<file path="src/rtl/spi_mem_master.sv">
// SPI mode-0 initiator for single-byte memory reads and writes.
// It sends one 16-bit frame {addr, read_write, data} MSB first and returns the read byte in parallel.
module spi_mem_master #(
  parameter int HALF_PERIOD = 4
) (
  input  logic       clk,
  input  logic       reset_n,
  input  logic       start,
  input  logic [6:0] addr,
  input  logic       read_write,
  input  logic [7:0] wdata,
  input  logic       miso,
  output logic       s_clk,
  output logic       mosi,
  output logic       cs,
  output logic       busy,
  output logic       done,
  output logic [7:0] rdata
);

  localparam logic [7:0] HP_LAST = 8'(HALF_PERIOD - 1);

  typedef enum logic [2:0] {IDLE, SETUP, SHIFT, DONE, GAP} state_t;

  state_t      state, state_nxt;
  logic [7:0]  hp_cnt, hp_cnt_nxt;
  logic [3:0]  bit_cnt, bit_cnt_nxt;
  logic        sclk_nxt;
  logic        hp_end;
  logic        load, rise, fall, finish;
  logic [15:0] tx_sr;
  logic [7:0]  rx_sr;
  logic        rw_lat;

  assign hp_end = (hp_cnt == HP_LAST);
  assign mosi   = tx_sr[15];

  always_comb begin
    state_nxt   = state;
    hp_cnt_nxt  = hp_cnt + 8'd1;
    bit_cnt_nxt = bit_cnt;
    sclk_nxt    = s_clk;
    load        = 1'b0;
    rise        = 1'b0;
    fall        = 1'b0;
    finish      = 1'b0;
    unique case (state)
      IDLE: begin
        hp_cnt_nxt = '0;
        if (start) begin
          state_nxt = SETUP;
          load      = 1'b1;
        end
      end
      SETUP: begin
        if (hp_end) begin
          state_nxt  = SHIFT;
          hp_cnt_nxt = '0;
          sclk_nxt   = 1'b1;
          rise       = 1'b1;
        end
      end
      SHIFT: begin
        if (hp_end) begin
          hp_cnt_nxt = '0;
          if (s_clk) begin
            sclk_nxt = 1'b0;
            fall     = 1'b1;
          end else if (bit_cnt == 4'd15) begin
            // Sixteenth low half finished: the frame is complete.
            state_nxt   = DONE;
            bit_cnt_nxt = '0;
            finish      = 1'b1;
          end else begin
            sclk_nxt    = 1'b1;
            rise        = 1'b1;
            bit_cnt_nxt = bit_cnt + 4'd1;
          end
        end
      end
      DONE: begin
        state_nxt  = GAP;
        hp_cnt_nxt = '0;
      end
      GAP: begin
        if (hp_end) begin
          state_nxt  = IDLE;
          hp_cnt_nxt = '0;
        end
      end
      default: state_nxt = IDLE;
    endcase
  end

  // Outputs are registered from the next state so cs and s_clk never glitch.
  always_ff @(posedge clk) begin
    if (!reset_n) begin
      state   <= IDLE;
      hp_cnt  <= '0;
      bit_cnt <= '0;
      s_clk   <= 1'b0;
      cs      <= 1'b1;
      busy    <= 1'b0;
      done    <= 1'b0;
      rdata   <= 8'h00;
      tx_sr   <= '0;
    end else begin
      state   <= state_nxt;
      hp_cnt  <= hp_cnt_nxt;
      bit_cnt <= bit_cnt_nxt;
      s_clk   <= sclk_nxt;
      cs      <= !((state_nxt == SETUP) || (state_nxt == SHIFT));
      busy    <= (state_nxt != IDLE);
      done    <= finish;
      if (finish && rw_lat) rdata <= rx_sr;
      if (load) tx_sr <= {addr, read_write, (read_write ? 8'h00 : wdata)};
      else if (fall) tx_sr <= {tx_sr[14:0], 1'b0};
    end
  end

  // The last eight rises (the data phase) are left in rx_sr when the frame ends.
  always_ff @(posedge clk) begin
    if (load) rw_lat <= read_write;
    if (rise) rx_sr <= {rx_sr[6:0], miso};
  end

endmodule

</file>
<file path="config.mk">
export PLATFORM = sky130hd
export DESIGN_NAME = spi_mem_master
export DESIGN_NICKNAME = d
export VERILOG_FILES = /design/src/rtl/spi_mem_master.sv
export SDC_FILE = /design/constraint.sdc
export NUM_CORES = 1
export LEC_CHECK = 0
export ABC_AREA = 1
export BUFFER_PORTS_ARGS = -buffer_cell sky130_fd_sc_hd__buf_4
export CAP_MARGIN = 5
export CORE_ASPECT_RATIO = 1.75
export CORE_MARGIN = 2
export CORE_UTILIZATION = 56
export CTS_CLUSTER_SIZE = 40
export DETAILED_ROUTE_END_ITERATION = 12
export GPL_TIMING_DRIVEN = 0
export PLACE_DENSITY = 0.78
export SLEW_MARGIN = 20
export SYNTH_ARGS = -nofsm -noshare
export SYNTH_HDL_FRONTEND = slang
export SYNTH_SLANG_ARGS = --single-unit
export TNS_END_PERCENT = 30
</file>
<file path="constraint.sdc">
create_clock -name clk -period 2 [get_ports clk]
set_clock_uncertainty 0.15 [all_clocks]
set_input_delay 0.4 -clock clk [delete_from_list [all_inputs] [get_ports clk]]
set_output_delay 0.4 -clock clk [all_outputs]
set_load 0.02 [all_outputs]
</file>
### Word-level counts from Yosys, hierarchy flattened

Index checks and enable logic that the tools add are counted.

| word-level totals | value |
|---|---|
| register bits | 52 |
| word-level logic and storage cells | 65 |
| bits in writable memories | 0 |
| latch bits | 0 |
| output and inout bits | 13 |
| memories kept | 0 |
| memory bits (read-only) | 0 |
| input port bits | 20 |

| cells by class | value |
|---|---|
| reductions and logical operators | 11 |
| bitwise operators | 1 |
| shift operators | 0 |
| add/sub/neg operators | 2 |
| $lt $le $gt $ge | 0 |
| eq/ne operators | 10 |
| mux-type cells | 30 |
| divide/modulo/power cells | 0 |
| $mul | 0 |

Operators by type and width:

| cell | count |
|---|---|
| 2-to-1 mux 16 bit | 2 |
| 2-to-1 mux 3 bit | 6 |
| 2-to-1 mux 8 bit | 2 |
| case mux 8 bit (2 select lines) | 1 |
| 2-to-1 mux 1 bit | 15 |
| case mux 3 bit (5 select lines) | 1 |
| == test 3 x 2 -> 1 bit (second input constant) | 3 |
| adder 8 x 1 -> 8 bit (second input constant) | 1 |
| == test 8 x 2 -> 1 bit (second input constant) | 1 |
| == test 3 x 1 -> 1 bit (second input constant) | 2 |
| AND reduction 3 bit | 2 |
| adder 4 x 1 -> 4 bit (second input constant) | 1 |
| == test 4 bit (second input constant) | 1 |
| 2-to-1 mux 4 bit | 1 |
| inequality test 2 bit (second input constant) | 2 |
| case mux 1 bit (2 select lines) | 2 |
| nonzero test 2 bit | 2 |
| == test 3 bit (second input constant) | 1 |
| logical NOT 3 bit | 1 |
| nonzero test 3 bit | 1 |
| OR reduction 3 bit | 1 |
| OR reduction 2 bit | 1 |
| logical AND 1 bit | 1 |
| logical NOT 1 bit | 1 |
| 2 further kinds | 2 |

### Longest topological paths before layout

| logic depth | value |
|---|---|
| depth after elaboration | 8 |
| depth in mapped cells | 10 |
| mapped depth without buffers | 9 |

### Worst setup path before layout

OpenSTA, ideal clock, no wires.

| timing | value |
|---|---|
| kind | register to register |
| start | register hp_cnt[0] |
| end | register rx_sr[0] (enable) |
| library setup time | 329 ps |
| clock period less this slack | 1710 ps |
| setup slack | 290 ps |
| path buffers | 0 |
| data arrival time | 1232 ps |
| required time | 1521 ps |
| stages on the path, launching flop included | 6 |
| cells stage by stage | dfxtp_1 -> ha_1 -> nand3_1 -> nor2_4 -> nand4_1 -> nand2_1 |

| on the way | value |
|---|---|
| longest elaborated chain between the ends | 3 |
| elaborated cells on any way between the ends | 4 |
| classes of those cells | eq/ne: 1; mux: 3 |

Ends and longest elaborated chain:

| what | RTL line | source |
|---|---|---|
| start, declared | 26 | `logic [7:0] hp_cnt, hp_cnt_nxt;` |
| start signal, assigned | 109 | `hp_cnt <= hp_cnt_nxt;` |
| == test 8 x 2 -> 1 bit (*) | 35 | `assign hp_end = (hp_cnt == HP_LAST);` |
| 2-to-1 mux 1 bit, on equally long branches | 64, 56 |  |
| case mux 1 bit (2 select lines) (*) | 47 | `unique case (state)` |
| net rise | 30 | `logic load, rise, fall, finish;` |
| end signal, assigned | 124 | `if (rise) rx_sr <= {rx_sr[6:0], miso};` |
| end, declared | 32 | `logic [7:0] rx_sr;` |

The timed path passes the listed nets; every way through them passes the cells marked *.
A chain may end at the register's enable or synchronous reset.

### Worst setup path in the final report

| timing | value |
|---|---|
| start | register hp_cnt[0] |
| end | register tx_sr[12] |

| on the way | value |
|---|---|
| longest elaborated chain between the ends | 4 |

Ends and longest elaborated chain:

| what | RTL line | source |
|---|---|---|
| == test 8 x 2 -> 1 bit | 35 |  |
| 2-to-1 mux 1 bit | 64 | `if (hp_end) begin` |
| 2-to-1 mux 1 bit | 47 |  |
| nonzero test 2 bit (no source line) | -- |  |
| end signal, assigned | 116 | `if (load) tx_sr <= {addr, read_write, (read_write ? 8'h00 : wdata)};` |
| end signal, assigned | 117 | `else if (fall) tx_sr <= {tx_sr[14:0], 1'b0};` |
| end, declared | 31 | `logic [15:0] tx_sr;` |

No other way between the ends.

==> out/results.txt <==
Synth top area share: 37.1%
vias in the first global route: 1816
drt wl/cell: 11.5 um
sequential share of the synthesized area: 48.7%
clk root buf: clkbuf_8
Clock power frac: 30.6%
crit start category: register
top post-synthesis cells by area: dfxtp_1 37%, nand2_1 14%, edfxtp_1 12%
Cell Area, Synth: 2320 um2
Resized cells post-CTS: 0
later-pin clock latency in the skew report: 0.31 ns
Int Power: 1.44 mW
crit-path max cell delay: 0.36 ns
CORE AREA: 4070 um2
routability cong.: 0.750
Post-Syn Area per Cell: 7.59 um2
CP Capture Type: register
register share of total power: 57.8%
total gr overflow: 0
Final nets: 366
residual DRC count: 0
First DRT Iteration DRCs: 65
Antenna Cells: 0
Slew Viols, Final: 0
unrepaired setup endpoints after global routing: no
CTS tree: yes
most common cell after layout, fill and taps aside: nand2_1
Fin Setup TNS: 0 ns
Die ar.: 4700 um2
Slew @ Worst Pin: 0.477 ns
DRT Pass-1 Iters: 4
P_leak: 1.18 nW
period utilisation layout: 91.7%
num ports: 33
crit-path leading delay family: simple AND/OR/NAND/NOR gates
max_cap viols: 0
CP Data Arrival Time: 1.89 ns
area delta synth->final: 16.5%
clk sinks: 52
Post-Route WL: 4530 um
Final WS setup: 0.166 ns
Worst Hold Slack: 0.115 ns
first-pass GRT wire length: 7630 um
crit path buf inv count: 1
status: complete, no violations
pre-CTS setup slack: 0.0686 ns
Via-to-Cell Ratio: 5.05
post-route ant nets: 0
Hold Vio Cnt, Final: 0
largest net degree at the start of global routing: 17
CTS Hold Bufs: 0
YS warnings: 0
Buffers on Ports: 31
maximum clock frequency: 545 MHz
switching share of power: 25.5%
Via Count: 1989
PwrDens: 712 nW/um2
number of synthesized register bits: 52
type of the worst setup path: reg2reg
R2R Setup Slk: 0.17 ns
hpwl dp: 3330 um
die span in x: 52.7 um
type of the most critical hold path: in2reg
crit path max fanout: 10
Tot Pwr: 1.93 mW
crit-path most repeated cell: nand2_1
post-synthesis cell type count: 28
critical path cell sequence: ha_1, nand3_1, nor2_4, nand3_4, nand2_4, buf_6, nand2_1, nand2_1, nor2_1
post-CTS setup buffers: 0
minimum clock period: 1.83 ns
Slew HR: 68.2%
commonest non-fill, non-tap cells in the layout: 83 x nand2_1, 45 x nor2_1, 43 x dfxtp_1
net count after synthesis: 328
clock buffer depth: 2
cell taking the most area after synthesis: dfxtp_1
die height: 89.2 um
Clock Pin Slew Worst Setup and Hold Paths: 0.09 ns
layout cells sized above 1: 17.1%
initial antenna violation count: 0
Slowest-stage cell, CP: dfxtp_1
peak supply drop: 0.714 mV
H-tree depth: 2
Starting Density: 57.0%
row count: 31
Post-Syn Instances: 306
Final Setup Violations: 0
WP data required: 2.06 ns
Net Sw Power: 0.490 mW
GRT Util Overall: 21.5%
power share of the combinational group: 11.6%
CTS buffer count: 5
## sequential cells by signal, summed over array words and instances (netlist names)
signal   flops
rx_sr        8
done         1
bit_cnt      4
rdata        8
busy         1
cs           1
s_clk        1
state        3
tx_sr       16
hp_cnt       8
rw_lat       1
## synth_stat cells, drive strengths merged
cell type  number
or2             2
edfxtp          9
dfxtp          43
a31oi           1
clkbuf          1
clkinv          1
a21oi          20
ha              2
nand3b          2
nand2          85
nand4          14
buf             8
nor2           50
nor3            5
nand3          17
inv            33
o21ai           8
xor2            5
## power by group through the flow
stage | clock network, mW | registers [mW] | logic [mW]
2_1_floorplan | 0 | 1.14 | 0.149
3_3_place_gp | 0 | 1.14 | 0.221
3_5_place_dp | 0 | 1.14 | 0.225
4_1_cts | 0.606 | 1.11 | 0.226
5_1_grt | 0.652 | 1.12 | 0.256
6_report | 0.590 | 1.11 | 0.224
## metal layers
| layer | part of all wire [%] | GRT usage, % |
|---|---|---|
| met5 | 0 | 0 |
| met4 | 1.8 | 7.69 |
| met1 | 41 | 23.3 |
| met2 | 54 | 40.0 |
| met3 | 3.1 | 4.52 |
## per-stage QoR
| stage | cells | utilization (%) | area, um2 |
|---|---|---|---|
| 2_1_floorplan | 306 | - | 2320 |
| 3_3_place_gp | 386 | 64.2 | 2620 |
| 3_5_place_dp | 386 | 64.2 | 2620 |
| 4_1_cts | 394 | 66.4 | 2700 |
| 5_1_grt | 394 | 66.4 | 2710 |
| 6_report | 394 | 66.4 | 2710 |
## cells by family (layout without fill, tap and decap cells)
| group | after synthesis | after routing | synth area share (%) |
|---|---|---|---|
| buffers and inverters | 43 | 82 | 7.76 |
| AO/OA/AOI/OAI | 29 | 29 | 6.30 |
| AND/OR/NAND/NOR | 175 | 175 | 34.3 |
| XOR/XNOR | 5 | 5 | 1.89 |
| adder cells (fa/ha/maj) | 2 | 2 | 1.08 |
| flip-flops | 52 | 52 | 48.7 |
## area by class of cell
class,count,area (um2)
clock buffers,5,68.8
plain buffers,9,52.6
inverters,34,128
clock inverters,3,17.5
multi-input cells,211,1010
repair buffers,31,233
fillers,374,1370
flip-flops and latches,52,1130
well taps,49,61.3
## final timing paths
check                                           from                      to  depth (start not counted)
worst max register to register  hp_cnt[0]$_SDFF_PN0_  tx_sr[12]$_SDFFE_PN0P_                          9
worst min-delay path                            miso      rx_sr[0]$_DFFE_PP_                          1
worst min register to register  hp_cnt[0]$_SDFF_PN0_    hp_cnt[0]$_SDFF_PN0_                          1
worst max-delay path            hp_cnt[0]$_SDFF_PN0_  tx_sr[12]$_SDFFE_PN0P_                          9
Note: power is estimated with default switching activity, not from simulation.
